`src/rtl/matmul_pkg.sv`:
```
// Shared definitions for the matrix-multiply sequencer: FSM state encoding
// and default sizing constants.
package matmul_pkg;
   localparam int MAX_N  = 15;  // largest supported matrix dimension
   localparam int N_W    = 4;   // width of the matrix_size field
   localparam int DATA_W = 8;   // operand element width
   localparam int ACC_W  = 20;  // accumulator / result width (15*255*255 fits)
   localparam int ADDR_W = 8;   // operand / result memory address width

   typedef enum logic [2:0] {
      IDLE  = 3'd0,
      RUN   = 3'd1,
      DRAIN = 3'd2,
      WRITE = 3'd3,
      DONE  = 3'd4
   } state_t;
endpackage

```
`src/rtl/matmul_sequencer_mac_unit.sv`:
```
// Unsigned multiply-accumulate for one C element.
// Ports: clk, rst (async active-low), clear_en (load product, first term),
//        acc_en (add product), a_data/b_data (operands), acc (running sum).
module mac_unit #(
   parameter int DATA_W = 8,
   parameter int ACC_W  = 20
) (
   input  logic              clk,
   input  logic              rst,
   input  logic              clear_en,
   input  logic              acc_en,
   input  logic [DATA_W-1:0] a_data,
   input  logic [DATA_W-1:0] b_data,
   output logic [ACC_W-1:0]  acc
);
   logic [2*DATA_W-1:0] prod;
   logic [ACC_W-1:0]    prod_ext;

   assign prod     = a_data * b_data;
   assign prod_ext = ACC_W'(prod);

   // clear_en starts a fresh sum, so it takes priority over acc_en
   always_ff @(posedge clk or negedge rst) begin
      if (!rst)          acc <= '0;
      else if (clear_en) acc <= prod_ext;
      else if (acc_en)   acc <= acc + prod_ext;
   end
endmodule

```
`src/rtl/matmul_sequencer.sv`:
```
// Sequencer for C = A x B on NxN unsigned matrices held in external memories.
// Walks i, j, k with incrementing address counters, feeds a mac_unit and
// writes each C element once.
// Ports: clk, rst (async active-low), start/matrix_size/abort (control in),
//        busy/done/err (status out), rd_en/a_addr/b_addr + a_data/b_data
//        (operand read, data one cycle after rd_en), c_we/c_addr/c_data (result).
module matmul_sequencer #(
   parameter int DATA_W = matmul_pkg::DATA_W,
   parameter int ACC_W  = matmul_pkg::ACC_W,
   parameter int ADDR_W = matmul_pkg::ADDR_W
) (
   input  logic              clk,
   input  logic              rst,
   input  logic              start,
   input  logic [3:0]        matrix_size,
   input  logic              abort,
   output logic              busy,
   output logic              done,
   output logic              err,
   output logic              rd_en,
   output logic [ADDR_W-1:0] a_addr,
   output logic [ADDR_W-1:0] b_addr,
   input  logic [DATA_W-1:0] a_data,
   input  logic [DATA_W-1:0] b_data,
   output logic              c_we,
   output logic [ADDR_W-1:0] c_addr,
   output logic [ACC_W-1:0]  c_data
);
   import matmul_pkg::*;

   state_t            state;
   logic [3:0]        n_lat, i, j, k;
   logic [ADDR_W-1:0] row_base;   // i*N, base of the current A row
   logic [ADDR_W-1:0] n_ext;
   logic              last_k, last_i, last_j;
   logic              dvld, dfirst;

   assign n_ext  = ADDR_W'(n_lat);
   assign last_k = (k == n_lat - 4'd1);
   assign last_i = (i == n_lat - 4'd1);
   assign last_j = (j == n_lat - 4'd1);

   always_ff @(posedge clk or negedge rst) begin
      if (!rst) begin
         state    <= IDLE;
         n_lat    <= '0;
         i        <= '0;
         j        <= '0;
         k        <= '0;
         row_base <= '0;
         a_addr   <= '0;
         b_addr   <= '0;
         c_addr   <= '0;
         busy     <= 1'b0;
         done     <= 1'b0;
         err      <= 1'b0;
         rd_en    <= 1'b0;
         c_we     <= 1'b0;
      end else begin
         // single-cycle strobes
         done <= 1'b0;
         err  <= 1'b0;
         c_we <= 1'b0;
         case (state)
            IDLE: begin
               if (start) begin
                  if (matrix_size != 4'd0) begin
                     n_lat    <= matrix_size;
                     i        <= '0;
                     j        <= '0;
                     k        <= '0;
                     row_base <= '0;
                     a_addr   <= '0;
                     b_addr   <= '0;
                     c_addr   <= '0;
                     busy     <= 1'b1;
                     rd_en    <= 1'b1;
                     state    <= RUN;
                  end else begin
                     err <= 1'b1;
                  end
               end
            end
            RUN: begin
               if (abort) begin
                  busy  <= 1'b0;
                  rd_en <= 1'b0;
                  state <= IDLE;
               end else if (last_k) begin
                  rd_en <= 1'b0;
                  state <= DRAIN;
               end else begin
                  k      <= k + 4'd1;
                  a_addr <= a_addr + ADDR_W'(1);
                  b_addr <= b_addr + n_ext;
               end
            end
            DRAIN: begin
               // last product lands in the accumulator at the end of this cycle
               if (abort) begin
                  busy  <= 1'b0;
                  state <= IDLE;
               end else begin
                  c_we  <= 1'b1;
                  state <= WRITE;
               end
            end
            WRITE: begin
               if (abort) begin
                  busy  <= 1'b0;
                  state <= IDLE;
               end else if (last_i && last_j) begin
                  busy  <= 1'b0;
                  done  <= 1'b1;
                  state <= DONE;
               end else begin
                  // C is row-major and visited in order, so c_addr just counts
                  c_addr <= c_addr + ADDR_W'(1);
                  k      <= '0;
                  rd_en  <= 1'b1;
                  state  <= RUN;
                  if (last_j) begin
                     j        <= '0;
                     i        <= i + 4'd1;
                     row_base <= row_base + n_ext;
                     a_addr   <= row_base + n_ext;
                     b_addr   <= '0;
                  end else begin
                     j      <= j + 4'd1;
                     a_addr <= row_base;
                     b_addr <= ADDR_W'(j) + ADDR_W'(1);
                  end
               end
            end
            DONE:    state <= IDLE;
            default: state <= IDLE;
         endcase
      end
   end

   // Operand data trails rd_en by one cycle; track which cycle carries k=0.
   always_ff @(posedge clk or negedge rst) begin
      if (!rst) begin
         dvld   <= 1'b0;
         dfirst <= 1'b0;
      end else begin
         dvld   <= rd_en & ~abort;
         dfirst <= (k == 4'd0);
      end
   end

   mac_unit #(
      .DATA_W(DATA_W),
      .ACC_W (ACC_W)
   ) u_mac (
      .clk     (clk),
      .rst     (rst),
      .clear_en(dvld & dfirst),
      .acc_en  (dvld & ~dfirst),
      .a_data  (a_data),
      .b_data  (b_data),
      .acc     (c_data)
   );
endmodule
```
`config.mk`:
```
export PLATFORM = sky130hd
export DESIGN_NAME = matmul_sequencer
export DESIGN_NICKNAME = d
export VERILOG_FILES = /design/src/rtl/matmul_pkg.sv /design/src/rtl/matmul_sequencer_mac_unit.sv /design/src/rtl/matmul_sequencer.sv
export SDC_FILE = /design/constraint.sdc
export NUM_CORES = 1
export LEC_CHECK = 0
export CAP_MARGIN = 40
export CORE_MARGIN = 2
export CORE_UTILIZATION = 53
export DETAILED_ROUTE_END_ITERATION = 10
export PLACE_DENSITY = 0.8
export SLEW_MARGIN = 25
export SYNTH_ARGS = -nofsm -noshare
export SYNTH_HDL_FRONTEND = slang
export SYNTH_HIERARCHICAL = 1
export SYNTH_SLANG_ARGS = --single-unit
export TNS_END_PERCENT = 1
```
`constraint.sdc`:
```
create_clock -name clk -period 2.5 [get_ports clk]
set_input_delay 0.375 -clock clk [delete_from_list [all_inputs] [get_ports clk]]
set_output_delay 0.375 -clock clk [all_outputs]
set_load 0.02 [all_outputs]
```
# Word-level counts from Yosys, hierarchy flattened
# Cells that the tools add are included.
word_totals:
  register_bits: 78
  latch_bits: 0
  ramBits: 0
  rom_bits: 0
  input_bits: 24
  out_inout_bits: 49
  elab_cells: 127
  n_memories: 0
op_classes:
  n_addsub: 10
  n_mul: 1
  n_div: 0
  n_lt_le_gt_ge: 0
  n_eq_ne: 16
  shift: 0
  n_mux: 62
  bitwise: 5
  n_reduce_logical: 16
op_table:
  columns: ["op", "n"]
  rows:
  - ["8-bit two-way mux", 13]
  - ["4-bit two-way mux", 12]
  - ["8-bit one-hot mux with 3 select lines", 2]
  - ["20-bit two-way mux", 2]
  - ["8-bit one-hot mux with 2 select lines", 2]
  - ["20-bit by 16-bit adder with 20-bit output", 1]
  - ["3-bit two-way mux", 6]
  - ["1-bit two-way mux", 17]
  - ["8-bit by 1-bit adder with 8-bit output, second input constant", 2]
  - ["8-bit by 4-bit adder with 8-bit output", 2]
  - ["8-bit by 8-bit multiplier with 16-bit output", 1]
  - ["4-bit one-hot mux with 2 select lines", 2]
  - ["2-bit != test, second input constant", 7]
  - ["4-bit by 1-bit adder with 4-bit output, second input constant", 3]
  - ["4-bit equality test", 3]
  - ["3-bit one-hot mux with 4 select lines", 1]
  - ["4-bit one-hot mux with 3 select lines", 1]
  - ["6-bit AND reduction", 2]
  - ["5-bit AND reduction", 2]
  - ["7-bit AND reduction", 1]
  - ["3-bit by 2-bit equality test with 1-bit output, second input constant", 2]
  - ["3-bit != test, second input constant", 2]
  - ["1-bit one-hot mux with 3 select lines", 2]
  - ["3-bit AND reduction", 2]
  - ["other kinds (15)", 20]

# Depth between registers and ports, before layout
depth:
  ltp_word: 6
  mapped_depth: 23
  mapped_depth_nobuf: 23

# Modules after synthesis
# Netlist, hierarchy kept.
modules_own_cells:
  columns: ["mod", "instances", "cells_each", "area_per_inst_um2", "seq_area_each_um2"]
  rows:
  - ["mac_unit", 1, 454, 3961.3, 500.5]
  - ["matmul_sequencer", 1, 385, 3548.4, 1451.4]

# Least setup slack after synthesis
# OpenSTA, ideal clock, no wires.
synth_path:
  kind: "input port to flip-flop"
  start: "in b_data[4]"
  end: "reg u_mac.acc[16]"
  setup_ns: 0.128
  arrival_time_ns: 5.224
  required_time_ns: 2.372
  path_slack_ns: -2.852
  stages: 20
  n_path_buf: 0
  path_cell_list: "and2_1 > fa_1 > fa_1 > inv_1 > fa_1 > fa_1 > inv_1 > ha_1 > o21ai_0 > o21ai_2 > a211oi_2 > nor2_1 > xor2_1 > ha_1 > a21oi_2 > o211ai_2 > a21o_1 > a21o_1 > o21ai_1 > mux2_1"
synth_between:
  elab_chain_cells: 4
synth_lines:
  columns: ["item", "line", "rtl"]
  rows:
  - ["start: declaration", "matmul_sequencer.sv:24", "input logic [DATA_W-1:0] b_data,"]
  - ["8-bit by 8-bit multiplier with 16-bit output", "matmul_sequencer_mac_unit.sv:19", "assign prod = a_data * b_data;"]
  - ["20-bit by 16-bit adder with 20-bit output", "matmul_sequencer_mac_unit.sv:26", "else if (acc_en) acc <= acc + prod_ext;"]
  - ["20-bit two-way mux", "matmul_sequencer_mac_unit.sv:26", null]
  - ["20-bit two-way mux", "matmul_sequencer_mac_unit.sv:25", "else if (clear_en) acc <= prod_ext;"]
  - ["end signal: assignment", "matmul_sequencer_mac_unit.sv:25", null]
  - ["end signal: assignment", "matmul_sequencer_mac_unit.sv:26", null]
  - ["end: declaration", "matmul_sequencer_mac_unit.sv:14", "output logic [ACC_W-1:0] acc"]
# No other way between the ends. The select of a mux whose other input is x is not followed.
# A chain may end at the register's enable or synchronous reset.

# Worst setup path in the final report
layout_path:
  start: "in a_data[2]"
  end: "reg u_mac.acc[16]"
layout_between:
  elab_chain_cells: 4
layout_lines:
  columns: ["item", "line", "rtl"]
  rows:
  - ["start: declaration", "matmul_sequencer.sv:23", "input logic [DATA_W-1:0] a_data,"]
  - ["8-bit by 8-bit multiplier with 16-bit output", "matmul_sequencer_mac_unit.sv:19", null]
  - ["20-bit by 16-bit adder with 20-bit output", "matmul_sequencer_mac_unit.sv:26", null]
  - ["20-bit two-way mux", "matmul_sequencer_mac_unit.sv:26", null]
  - ["20-bit two-way mux", "matmul_sequencer_mac_unit.sv:25", null]
# No other way between the ends. The select of a mux whose other input is x is not followed.

==> results.tsv <==
metric	value	unit
outcome	complete, but fails checks	
violated checks	setup timing	
initial antenna violation count	0	
DRC Markers	0	
Sink Count	78	
Synthesis Warnings	6	
CTS tree	done	
initial DRC count	466	
cts bufs inserted	9	
Routed WL per cell	17.1	um
MaxCap Viol Count	0	
RSZ-0062 raised after global routing	yes	
final worst setup slack	-2.59	ns
Initial Util	0.541	
skew final	0.00802	ns
vias in the first global route	6910	
area taken by multi-input logic gates	5510	sq um
flop2flop setup slack	0.05	ns
Tightest Pin Transition	0.657	ns
EDFF count, synth	0	
critical path class	primary input to flop	
CP dominant cell by count	fa_1	
Area growth syn-to-layout	33.0	%
Slew Limit Headroom	0.562	
clk buf depth	2	
post-synthesis sequential area ratio	0.260	
vias	7075	
nets	1153	
DRT antenna net count	0	
CORE AREA	13900	sq um
Non-Filler Instances	1206	
post-synthesis async set-or-reset flop share	1.00	
Hold Crit Class	primary input to asynchronous set/reset pin	
drt first pass iters	5	
Setup-failing EPs final	17	
min Tclk post-route	5.09	ns
worst path arrival time	5.32	ns
Peak Freq	197	MHz
H-tree levels	3	
global route overflow	0	
worst-skew pair later-pin latency	0.35	ns
pin count of the biggest net entering global routing	50	
critical path capture point type	flop	
Final GP Congestion	0.881	
dominant synthesized flop cell	dfrtp_1	
DP HPWL	15.0	mm
most common cell after layout, fill and taps aside	buf_4	
CP Buf/Inv Count	4	
IO Port Bufs	72	
DP Cell Count	1174	
syn nets	971	
Slew Limit Fails	0	
PD cells	1360	nW/um^2
Final Cycle Share	2.04	
first-pass GRT wire length	32.9	mm
Hold Fails Final Rpt	0	
GRT Total Usage	0.275	
Seq. cell area	1950	sq um
Clock Pin Slew Worst Setup and Hold Paths	0.07	ns
crit-path cells	buf_8 -> buf_6 -> and2_4 -> fa_2 -> fa_1 -> inv_1 -> fa_1 -> fa_1 -> inv_2 -> ha_4 -> a211oi_4 -> o21ai_2 -> a211oi_2 -> nor2_1 -> xor2_1 -> ha_1 -> a21oi_2 -> o211ai_2 -> a21o_1 -> a21o_1 -> o21ai_2 -> mux2_4	
Mapped Cells	839	
startpoint types	primary input	
CP delay by family, top	adder cells	
Static Leak	4.65	nW
FILL cells	969	
Worst Path Max Fanout	5	
commonest cells after routing, fill and taps aside	119 x buf_4, 78 x dfrtp_1, 75 x nand2_1, 71 x inv_1, 61 x o21ai_0	
synthesized flop and latch total	78	
vias per cell	5.87	
Chip Height	123	um
DP Area	9260	sq um
layout cells sized above 1	0.250	
Mapped Avg Cell Area	8.95	sq um
Die Width	123	um
crit-path max cell delay	0.54	ns
slowest stage cell, crit path	fa_1	
Peak VDD IR	783	uV
total power	13.6	mW
die area	15100	sq um
Req. time, crit path	2.73	ns
Antenna diodes	0	
setup slack at placement	-3.35	ns
I/O pin count	73	
Root Driver	clkbuf_16	
Mapped Area	7510	sq um
Rows	43	
Design Area, Final	9990	sq um
drt total wl	20.6	mm
post-synth cell types	77	
[what timing repair did]
action | 4_1_cts | 5_1_grt
hold endpoints to repair | 29 | 0
resized for setup | 104 | 43
gates cloned | 0 | 0
endpoints found under the setup margin | 18 | 21
hold buffers | 1 | 0
pin swaps | 39 | 45
setup buffers | 11 | 5
[registers in the layout (all words and copies together), names as in the netlist, 3 cells and up]
register   cells
u_mac/acc     20
a_addr         8
b_addr         8
c_addr         8
row_base       8
i              4
j              4
k              4
n_lat          4
state          3
[cells in the mapped netlist, drive strengths merged (6+ instances only)]
| cell | number | share of area |
|---|---|---|
| xor2 | 19 | 0.022 |
| xnor2 | 22 | 0.026 |
| and3 | 9 | 0.0082 |
| o21a | 7 | 0.0070 |
| ha | 69 | 0.11 |
| mux2 | 7 | 0.011 |
| buf | 10 | 0.0088 |
| mux2i | 12 | 0.016 |
| a31oi | 6 | 0.0058 |
| a22oi | 7 | 0.0070 |
| nor2 | 40 | 0.020 |
| nand2 | 80 | 0.040 |
| nand4 | 12 | 0.010 |
| nor2b | 11 | 0.0092 |
| o31ai | 9 | 0.0097 |
| and2 | 58 | 0.048 |
| nor3 | 10 | 0.0088 |
| fa | 39 | 0.10 |
| dfrtp | 78 | 0.26 |
| o211ai | 7 | 0.0090 |
| clkbuf | 17 | 0.0087 |
| a21oi | 47 | 0.034 |
| nand3 | 22 | 0.015 |
| a21o | 14 | 0.014 |
| a211oi | 10 | 0.014 |
| or3 | 14 | 0.012 |
| inv | 78 | 0.039 |
| o21ai | 75 | 0.052 |
[power by group]
group	switching (mW)	internal (mW)	leakage (nW)
sequential	0.426	1.57	1.03
clock	0.608	0.801	0.156
combinational	5.23	4.94	3.46
[layout make-up]
type / count / area share
clock buffers: 9 / 0.0225
clock inverters: 7 / 0.00864
inverters: 78 / 0.0293
multi-input cells: 656 / 0.552
flip-flops and latches: 78 / 0.195
well taps: 180 / 0.0225
repair buffers: 198 / 0.170
[per-layer routing]
layer | track usage | vias up | wire length (um)
met5 | 0 | - | 0
met4 | 0.0923 | 0 | 487
li1 | - | 3287 | -
met3 | 0.0461 | 59 | 1450
met1 | 0.380 | 3426 | 9050
met2 | 0.439 | 303 | 9620
[kinds of logic after synthesis]
logic type      Yosys count  share of synthesized area
fa+ha+maj               108                      0.219
mux                      19                     0.0270
buf+inv                 105                     0.0565
flops                    78                      0.260
compound gates          211                      0.188
xor+xnor                 45                     0.0598
simple gates            273                      0.190
[metrics by stage]
step	hold slack, ns	TNS [ns]	util
2_1_floorplan	0.0794	-31.59	-
3_3_place_gp	0.333	-47.19	0.667
3_5_place_dp	0.341	-48.05	0.667
4_1_cts	0.513	-34.35	0.705
5_1_grt	0.543	-36.91	0.720
6_report	0.498	-33.91	0.720
[path summary, 6_finish.rpt]
check                            start       endpoint  cells after the start
max                          a_data[2]  u_mac/acc[16]                     22
min                                rst      a_addr[3]                      2
max reg2reg                   n_lat[0]      b_addr[7]                      9
min reg2reg                row_base[0]    row_base[0]                      2
max in group asynchronous          rst   u_mac/acc[5]                      3
min in group clk           row_base[0]    row_base[0]                      2
[worst reg2reg max path, cell delays in order (launching register included)]
cell	delay (ns)
dfrtp_1	0.40
inv_1	0.10
ha_1	0.27
xnor3_1	0.35
and3_1	0.16
nand4_1	0.13
buf_4	0.20
a21oi_1	0.08
a21oi_1	0.52
a21oi_1	0.10
Note: power is estimated with default switching activity, not from simulation.
